File: src/rtl/ex_mem_pipe_stage_if.sv
// ---------------------------------------------------------------------------
// ex_mem_pipe_stage_if
// Purpose : bundles the EX->MEM boundary handshake and payload so the stage
//           and its neighbours connect through a single port.
// Signals : flush                 squash request from the hazard unit
//           in_valid / in_ready   EX-side handshake
//           result_in, registro_2_in, jump_dest_addr_in, zero_signal_in,
//           reg_dest_in, reg_write_in                 EX-side payload
//           out_valid / out_ready MEM-side handshake
//           result_out, registro_2_out, jump_dest_addr_out, zero_signal_out,
//           reg_dest_out, reg_write_out               MEM-side payload
//           occupancy             entries currently held (0..2)
// Modports: slave  - the pipeline stage itself
//           master - the environment driving EX side and consuming MEM side
// ---------------------------------------------------------------------------
interface ex_mem_pipe_stage_if #(
  parameter int DATA_W = 32,
  parameter int ADDR_W = 11,
  parameter int REG_W  = 5
);
  logic              flush;

  logic              in_valid;
  logic              in_ready;
  logic [DATA_W-1:0] result_in;
  logic [DATA_W-1:0] registro_2_in;
  logic [ADDR_W-1:0] jump_dest_addr_in;
  logic              zero_signal_in;
  logic [REG_W-1:0]  reg_dest_in;
  logic              reg_write_in;

  logic              out_valid;
  logic              out_ready;
  logic [DATA_W-1:0] result_out;
  logic [DATA_W-1:0] registro_2_out;
  logic [ADDR_W-1:0] jump_dest_addr_out;
  logic              zero_signal_out;
  logic [REG_W-1:0]  reg_dest_out;
  logic              reg_write_out;

  logic [1:0]        occupancy;

  modport slave (
    input  flush,
    input  in_valid, result_in, registro_2_in, jump_dest_addr_in,
           zero_signal_in, reg_dest_in, reg_write_in,
    output in_ready,
    output out_valid, result_out, registro_2_out, jump_dest_addr_out,
           zero_signal_out, reg_dest_out, reg_write_out,
    input  out_ready,
    output occupancy
  );

  modport master (
    output flush,
    output in_valid, result_in, registro_2_in, jump_dest_addr_in,
           zero_signal_in, reg_dest_in, reg_write_in,
    input  in_ready,
    input  out_valid, result_out, registro_2_out, jump_dest_addr_out,
           zero_signal_out, reg_dest_out, reg_write_out,
    output out_ready,
    input  occupancy
  );
endinterface

File: src/rtl/ex_mem_pipe_stage.sv
// ---------------------------------------------------------------------------
// ex_mem_pipe_stage
// Purpose : EX->MEM pipeline boundary register with a valid/ready handshake
//           and a 2-entry skid buffer (MAIN + SKID). in_ready is a pure flop
//           output, so MEM back-pressure never combinationally reaches EX.
//           Supports flush (branch squash) and exposes occupancy for the
//           hazard unit.
// Ports   : clock    rising-edge clock
//           reset_n  asynchronous active-low reset
//           bus      ex_mem_pipe_stage_if.slave (handshakes, payload,
//                    flush, occupancy)
// ---------------------------------------------------------------------------
module ex_mem_pipe_stage #(
  parameter int DATA_W = 32,
  parameter int ADDR_W = 11,
  parameter int REG_W  = 5
) (
  input  logic                    clock,
  input  logic                    reset_n,
  ex_mem_pipe_stage_if.slave      bus
);

  // Payload packed as {result, registro_2, jump_dest, zero, reg_dest, reg_write}
  localparam int ENT_W = 2*DATA_W + ADDR_W + REG_W + 2;

  typedef enum logic [1:0] {
    S_EMPTY = 2'd0,
    S_ONE   = 2'd1,
    S_FULL  = 2'd2
  } state_t;

  state_t            state_q, state_d;
  logic              in_ready_q;
  logic              out_valid_q;
  logic [1:0]        occupancy_q;
  logic [ENT_W-1:0]  main_q;
  logic [ENT_W-1:0]  skid_q;

  logic [ENT_W-1:0]  in_ent;
  logic              accept;
  logic              drain;
  logic              load_main_in;
  logic              load_main_skid;
  logic              load_skid;

  assign in_ent = {bus.result_in, bus.registro_2_in, bus.jump_dest_addr_in,
                   bus.zero_signal_in, bus.reg_dest_in, bus.reg_write_in};

  assign accept = bus.in_valid & in_ready_q;
  assign drain  = out_valid_q & bus.out_ready;

  always_comb begin
    state_d        = state_q;
    load_main_in   = 1'b0;
    load_main_skid = 1'b0;
    load_skid      = 1'b0;
    if (bus.flush) begin
      // Flush wins over a same-cycle accept; a same-cycle drain has already
      // been seen by MEM, so dropping it here loses nothing.
      state_d = S_EMPTY;
    end else begin
      case (state_q)
        S_EMPTY: begin
          if (accept) begin
            state_d      = S_ONE;
            load_main_in = 1'b1;
          end
        end
        S_ONE: begin
          if (accept && drain) begin
            load_main_in = 1'b1;
          end else if (accept) begin
            state_d   = S_FULL;
            load_skid = 1'b1;
          end else if (drain) begin
            state_d = S_EMPTY;
          end
        end
        S_FULL: begin
          // in_ready is low here, so only a drain can move the state.
          if (drain) begin
            state_d        = S_ONE;
            load_main_skid = 1'b1;
          end
        end
        default: state_d = S_EMPTY;
      endcase
    end
  end

  always_ff @(posedge clock or negedge reset_n) begin
    if (!reset_n) begin
      state_q     <= S_EMPTY;
      in_ready_q  <= 1'b1;
      out_valid_q <= 1'b0;
      occupancy_q <= 2'd0;
      main_q      <= '0;
      skid_q      <= '0;
    end else begin
      state_q     <= state_d;
      // Handshake flags are registered from the next state so they are
      // glitch-free flop outputs.
      in_ready_q  <= (state_d != S_FULL);
      out_valid_q <= (state_d != S_EMPTY);
      occupancy_q <= state_d;
      if (load_main_in) begin
        main_q <= in_ent;
      end else if (load_main_skid) begin
        main_q <= skid_q;
      end
      if (load_skid) begin
        skid_q <= in_ent;
      end
    end
  end

  assign bus.in_ready           = in_ready_q;
  assign bus.out_valid          = out_valid_q;
  assign bus.occupancy          = occupancy_q;
  assign bus.result_out         = main_q[ENT_W-1 -: DATA_W];
  assign bus.registro_2_out     = main_q[ENT_W-DATA_W-1 -: DATA_W];
  assign bus.jump_dest_addr_out = main_q[REG_W+2 +: ADDR_W];
  assign bus.zero_signal_out    = main_q[REG_W+1];
  assign bus.reg_dest_out       = main_q[1 +: REG_W];
  // A bubble must never write the register file, even though the payload
  // flops keep their last value.
  assign bus.reg_write_out      = main_q[0] & out_valid_q;

endmodule
File: src/flat_wrapper.sv
// flat-port wrapper written by rule: the top's interface ports become plain ports
module ex_mem_pipe_stage_flat 
#(
  parameter int DATA_W = 32,
  parameter int ADDR_W = 11,
  parameter int REG_W  = 5
)
  (clock, reset_n, bus_flush, bus_in_valid, bus_result_in, bus_registro_2_in, bus_jump_dest_addr_in, bus_zero_signal_in, bus_reg_dest_in, bus_reg_write_in, bus_in_ready, bus_out_valid, bus_result_out, bus_registro_2_out, bus_jump_dest_addr_out, bus_zero_signal_out, bus_reg_dest_out, bus_reg_write_out, bus_out_ready, bus_occupancy);
  ex_mem_pipe_stage_if #(.DATA_W(DATA_W), .ADDR_W(ADDR_W), .REG_W(REG_W)) bus_i ();
  input  logic clock;
  input  logic reset_n;
  input wire logic [$bits(bus_i.flush)-1:0] bus_flush;
  input wire logic [$bits(bus_i.in_valid)-1:0] bus_in_valid;
  input wire logic [$bits(bus_i.result_in)-1:0] bus_result_in;
  input wire logic [$bits(bus_i.registro_2_in)-1:0] bus_registro_2_in;
  input wire logic [$bits(bus_i.jump_dest_addr_in)-1:0] bus_jump_dest_addr_in;
  input wire logic [$bits(bus_i.zero_signal_in)-1:0] bus_zero_signal_in;
  input wire logic [$bits(bus_i.reg_dest_in)-1:0] bus_reg_dest_in;
  input wire logic [$bits(bus_i.reg_write_in)-1:0] bus_reg_write_in;
  output wire logic [$bits(bus_i.in_ready)-1:0] bus_in_ready;
  output wire logic [$bits(bus_i.out_valid)-1:0] bus_out_valid;
  output wire logic [$bits(bus_i.result_out)-1:0] bus_result_out;
  output wire logic [$bits(bus_i.registro_2_out)-1:0] bus_registro_2_out;
  output wire logic [$bits(bus_i.jump_dest_addr_out)-1:0] bus_jump_dest_addr_out;
  output wire logic [$bits(bus_i.zero_signal_out)-1:0] bus_zero_signal_out;
  output wire logic [$bits(bus_i.reg_dest_out)-1:0] bus_reg_dest_out;
  output wire logic [$bits(bus_i.reg_write_out)-1:0] bus_reg_write_out;
  input wire logic [$bits(bus_i.out_ready)-1:0] bus_out_ready;
  output wire logic [$bits(bus_i.occupancy)-1:0] bus_occupancy;
  assign bus_i.flush = bus_flush;
  assign bus_i.in_valid = bus_in_valid;
  assign bus_i.result_in = bus_result_in;
  assign bus_i.registro_2_in = bus_registro_2_in;
  assign bus_i.jump_dest_addr_in = bus_jump_dest_addr_in;
  assign bus_i.zero_signal_in = bus_zero_signal_in;
  assign bus_i.reg_dest_in = bus_reg_dest_in;
  assign bus_i.reg_write_in = bus_reg_write_in;
  assign bus_in_ready = bus_i.in_ready;
  assign bus_out_valid = bus_i.out_valid;
  assign bus_result_out = bus_i.result_out;
  assign bus_registro_2_out = bus_i.registro_2_out;
  assign bus_jump_dest_addr_out = bus_i.jump_dest_addr_out;
  assign bus_zero_signal_out = bus_i.zero_signal_out;
  assign bus_reg_dest_out = bus_i.reg_dest_out;
  assign bus_reg_write_out = bus_i.reg_write_out;
  assign bus_i.out_ready = bus_out_ready;
  assign bus_occupancy = bus_i.occupancy;
  ex_mem_pipe_stage #(.DATA_W(DATA_W), .ADDR_W(ADDR_W), .REG_W(REG_W)) u_core (.clock(clock), .reset_n(reset_n), .bus(bus_i));
endmodule
File: config.mk
export PLATFORM = sky130hd
export DESIGN_NAME = ex_mem_pipe_stage_flat
export DESIGN_NICKNAME = d
export VERILOG_FILES = /design/src/rtl/ex_mem_pipe_stage_if.sv /design/src/rtl/ex_mem_pipe_stage.sv /design/src/flat_wrapper.sv
export SDC_FILE = /design/constraint.sdc
export NUM_CORES = 1
export LEC_CHECK = 0
export BUFFER_PORTS_ARGS = -buffer_cell sky130_fd_sc_hd__buf_2
export CORE_ASPECT_RATIO = 1.5
export CORE_MARGIN = 2
export CORE_UTILIZATION = 48
export CTS_BUF_LIST = sky130_fd_sc_hd__clkbuf_8
export DETAILED_ROUTE_END_ITERATION = 12
export MAX_ROUTING_LAYER = met4
export PLACE_DENSITY = 0.72
export SLEW_MARGIN = 20
export SYNTH_ARGS = -nofsm -noshare
export SYNTH_HDL_FRONTEND = slang
export SYNTH_SLANG_ARGS = --single-unit
export TNS_END_PERCENT = 5
File: constraint.sdc
create_clock -name clock -period 2.9 [get_ports clock]
set_input_delay 0.58 -clock clock [delete_from_list [all_inputs] [get_ports clock]]
set_output_delay 0.58 -clock clock [all_outputs]
set_load 0.05 [all_outputs]
==> summary.txt <==
Detailed routing
  • Initial DRC Count: 317
  • WL final: 17800 um
  • Vias: 5112
  • Metal2 WL: 9360 um
  • Drt drc: 0
  • Mean routed wirelength per cell: 20.7 um
  • Pre-antenna DRT Iters: 5
  • Max Used Layer: met4
  • Routed length on met1: 7380 um
  • Via density: 5.96
  • Detail Route Antenna Nets: 0
  • WL met3: 868 um

Timing
  • Final Hold Fails: 0
  • Worst Max-Slew Pin Slew: 0.721 ns
  • Final setup vio count: 0
  • RSZ-0062 raised after global routing: false
  • TNS Setup: 0 ns
  • Slew Viols, Final: 0
  • Max transition margin: 51.9%
  • Max Clock Freq: 437 MHz
  • Setup WS post-layout: 0.612 ns
  • Layout Skew: 0.00781 ns
  • Fin crit share: 78.9%
  • Tmin final: 2.29 ns
  • Hold_ws: 0.369 ns

Die
  • Die X: 107 um
  • DIE HEIGHT: 159 um
  • # IOs: 173
  • Die area: 17000 um2
  • Core area: 15600 um2
  • Site row count: 56
  • Initial core utilization: 49.0%

Critical path
  • Worst path cell trace: a21boi_4 > buf_4 > buf_4 > nor3_1 > nor4bb_1
  • Setup crit start kind: flop
  • Crit Path Max Fanout: 47
  • Setup slack, reg-to-reg: 0.61 ns
  • Worst reg2reg path depth: 5
  • CP Capture Type: flop
  • CP Class: reg -> reg
  • Worst Path Buf+Inv: 2
  • CP peak stage delay: 0.58 ns
  • CP Depth: 5
  • Reg2reg start: u_core.state_q[0]$_DFF_PN0_
  • Reg2reg end: u_core.state_q[0]$_DFF_PN0_
  • Worst Path Arrival: 2.63 ns
  • Crit path max-delay family: buffers and inverters
  • Worst Path Required: 3.25 ns
  • CP max stage cell: buf_4
  • Crit path launch: u_core.state_q[0]$_DFF_PN0_
  • CP endpoint: u_core.state_q[0]$_DFF_PN0_
  • Top cell by count, worst path: buf_4

Global routing
  • Pin count of the biggest net entering global routing: 81
  • Total track usage: 22.1%
  • Initial antenna violation count: 0
  • GR Overflow Total: 0
  • First-pass GRT wire length: 28400 um
  • Vias in the first global route: 5567

Place
  • Hpwl dp: 11600 um
  • Port-buffer cells: 172
  • GPL Wtd Cong: 0.752
  • Pre-CTS setup slack: 0.451 ns

Synthesis
  • Register area share after synthesis: 55.0%
  • Yosys reg bits: 168
  • Synth Instances: 566
  • Ys Warns: 0
  • Syn_area_per_cell: 13.5 um2
  • Synth cell types: 27
  • Synthesized area: 7650 um2
  • Syn_nets: 653

Cells and area
  • Final core occ: 54.8%
  • Commonest non-fill, non-tap cell in the layout: buf_2
  • Most frequent cells in the layout: buf_2 (170), dfrtp_1 (167), o32a_1 (82), o22a_1 (82), mux2_2 (72)
  • Layout Nets: 728
  • Area added between synthesis and finish: 11.9%
  • Fraction of layout cells with a size suffix above 1: 45.3%

Pwr
  • Final Power: 8270 uW
  • P per Cell Area: 966 nW/um2
  • Peak supply drop: 0.486 mV
  • Static Leak: 0.00364 uW

Job
  • Max-cap violations: 0

Clocking
  • CTS Buffer Depth: 2
  • Clock latency on the worst-skew pair: 0.44 ns
  • CTS Buf Count: 17
  • Clock tree sinks: 168
  • H-tree depth: 4
  • Post-CTS Repair Setup Buffers: 0
  • CTS Root Cell: clkbuf_8
  • Clock slew at reported path FFs: 0.09 ns
  • CTS resizes: 0
  • Cts hold-fix bufs: 1
  • TritonCTS clock tree: done

Min path
  • Tightest Hold Check Type: in -> reg

Run status
  • Status: finished, final reports clean
-- area by class of cell --
class | instances | area [um2]
clock buffers | 18 | 248
repair buffers | 189 | 1040
well taps | 203 | 254
multi-input cells | 265 | 2630
flip-flops and latches | 168 | 4210
diodes | 1 | 2.50
clock inverters | 14 | 183
fillers | 1307 | 7060
-- logic make-up (layout without fill, tap and decap cells) --
family	Yosys count	in the layout	share of synthesized area, %
compound gates	170	170	20.8
mux	82	82	12.1
other cells	0	1	0
buf+inv	133	221	10.9
simple gates	13	13	1.19
flops	168	168	55.0
-- layer usage --
layer  track usage [%]  vias up
li1                  -     2263
met1              25.9     2667
met2              38.7      166
met3              4.09       16
met4              6.49        0
met5                 -        -
-- per-stage QoR --
step / instance area (um2) / instances
finish: 8560 / 858
global route: 8560 / 857
global placement: 8120 / 824
floorplan: 7650 / 566
CTS: 8560 / 857
detailed placement: 8120 / 824
-- flip-flops by register name, indices dropped and copies added, names as in the netlist --
name                  count
u_core.skid_q            82
u_core.bus.in_ready       1
u_core.state_q            2
u_core.bus.out_valid      1
u_core.main_q            82
-- synth_stat cells (all sizes together) --
master   count  area share [%]
nand3b       2            0.20
buf        116              10
nand2b       1           0.082
a211oi       1           0.098
o22ai        1            0.16
nor4bb       1            0.13
nand4b       1            0.11
dfrtp      167              55
dfstp        1            0.34
nand3        2            0.20
a21boi       1            0.15
clkbuf      17            0.83
and2         2            0.16
o32a        82              11
nor2         1           0.049
a221o        1            0.13
mux2        82              12
nor3         1           0.065
nand4bb      1            0.15
o21ai        1           0.065
nand2        1           0.049
a221oi       1            0.11
o22a        82             9.4
-- power by group --
| part | leakage (uW) | total, uW | switching (uW) | internal [uW] |
|---|---|---|---|---|
| Combinational | 0.00148 | 2870 | 1830 | 1030 |
| Clock | 0.000219 | 1800 | 899 | 900 |
| Sequential | 0.00194 | 3600 | 451 | 3150 |
| Total | 0.00364 | 8270 | 3180 | 5090 |
-- worst min-delay path by stage --
stage / cells after the start / end / start
2_1_floorplan: 0 / u_core.bus.out_valid$_DFF_PN0_ / reset_n
3_3_place_gp: 1 / u_core.skid_q[15]$_DFFE_PN0P_ / reset_n
3_5_place_dp: 1 / u_core.skid_q[15]$_DFFE_PN0P_ / reset_n
4_1_cts: 2 / u_core.skid_q[61]$_DFFE_PN0P_ / bus_result_in[11]
5_1_grt: 2 / u_core.skid_q[61]$_DFFE_PN0P_ / bus_result_in[11]
6_report: 2 / u_core.skid_q[61]$_DFFE_PN0P_ / bus_result_in[11]
No activity file was read; power rests on OpenSTA's default activity.
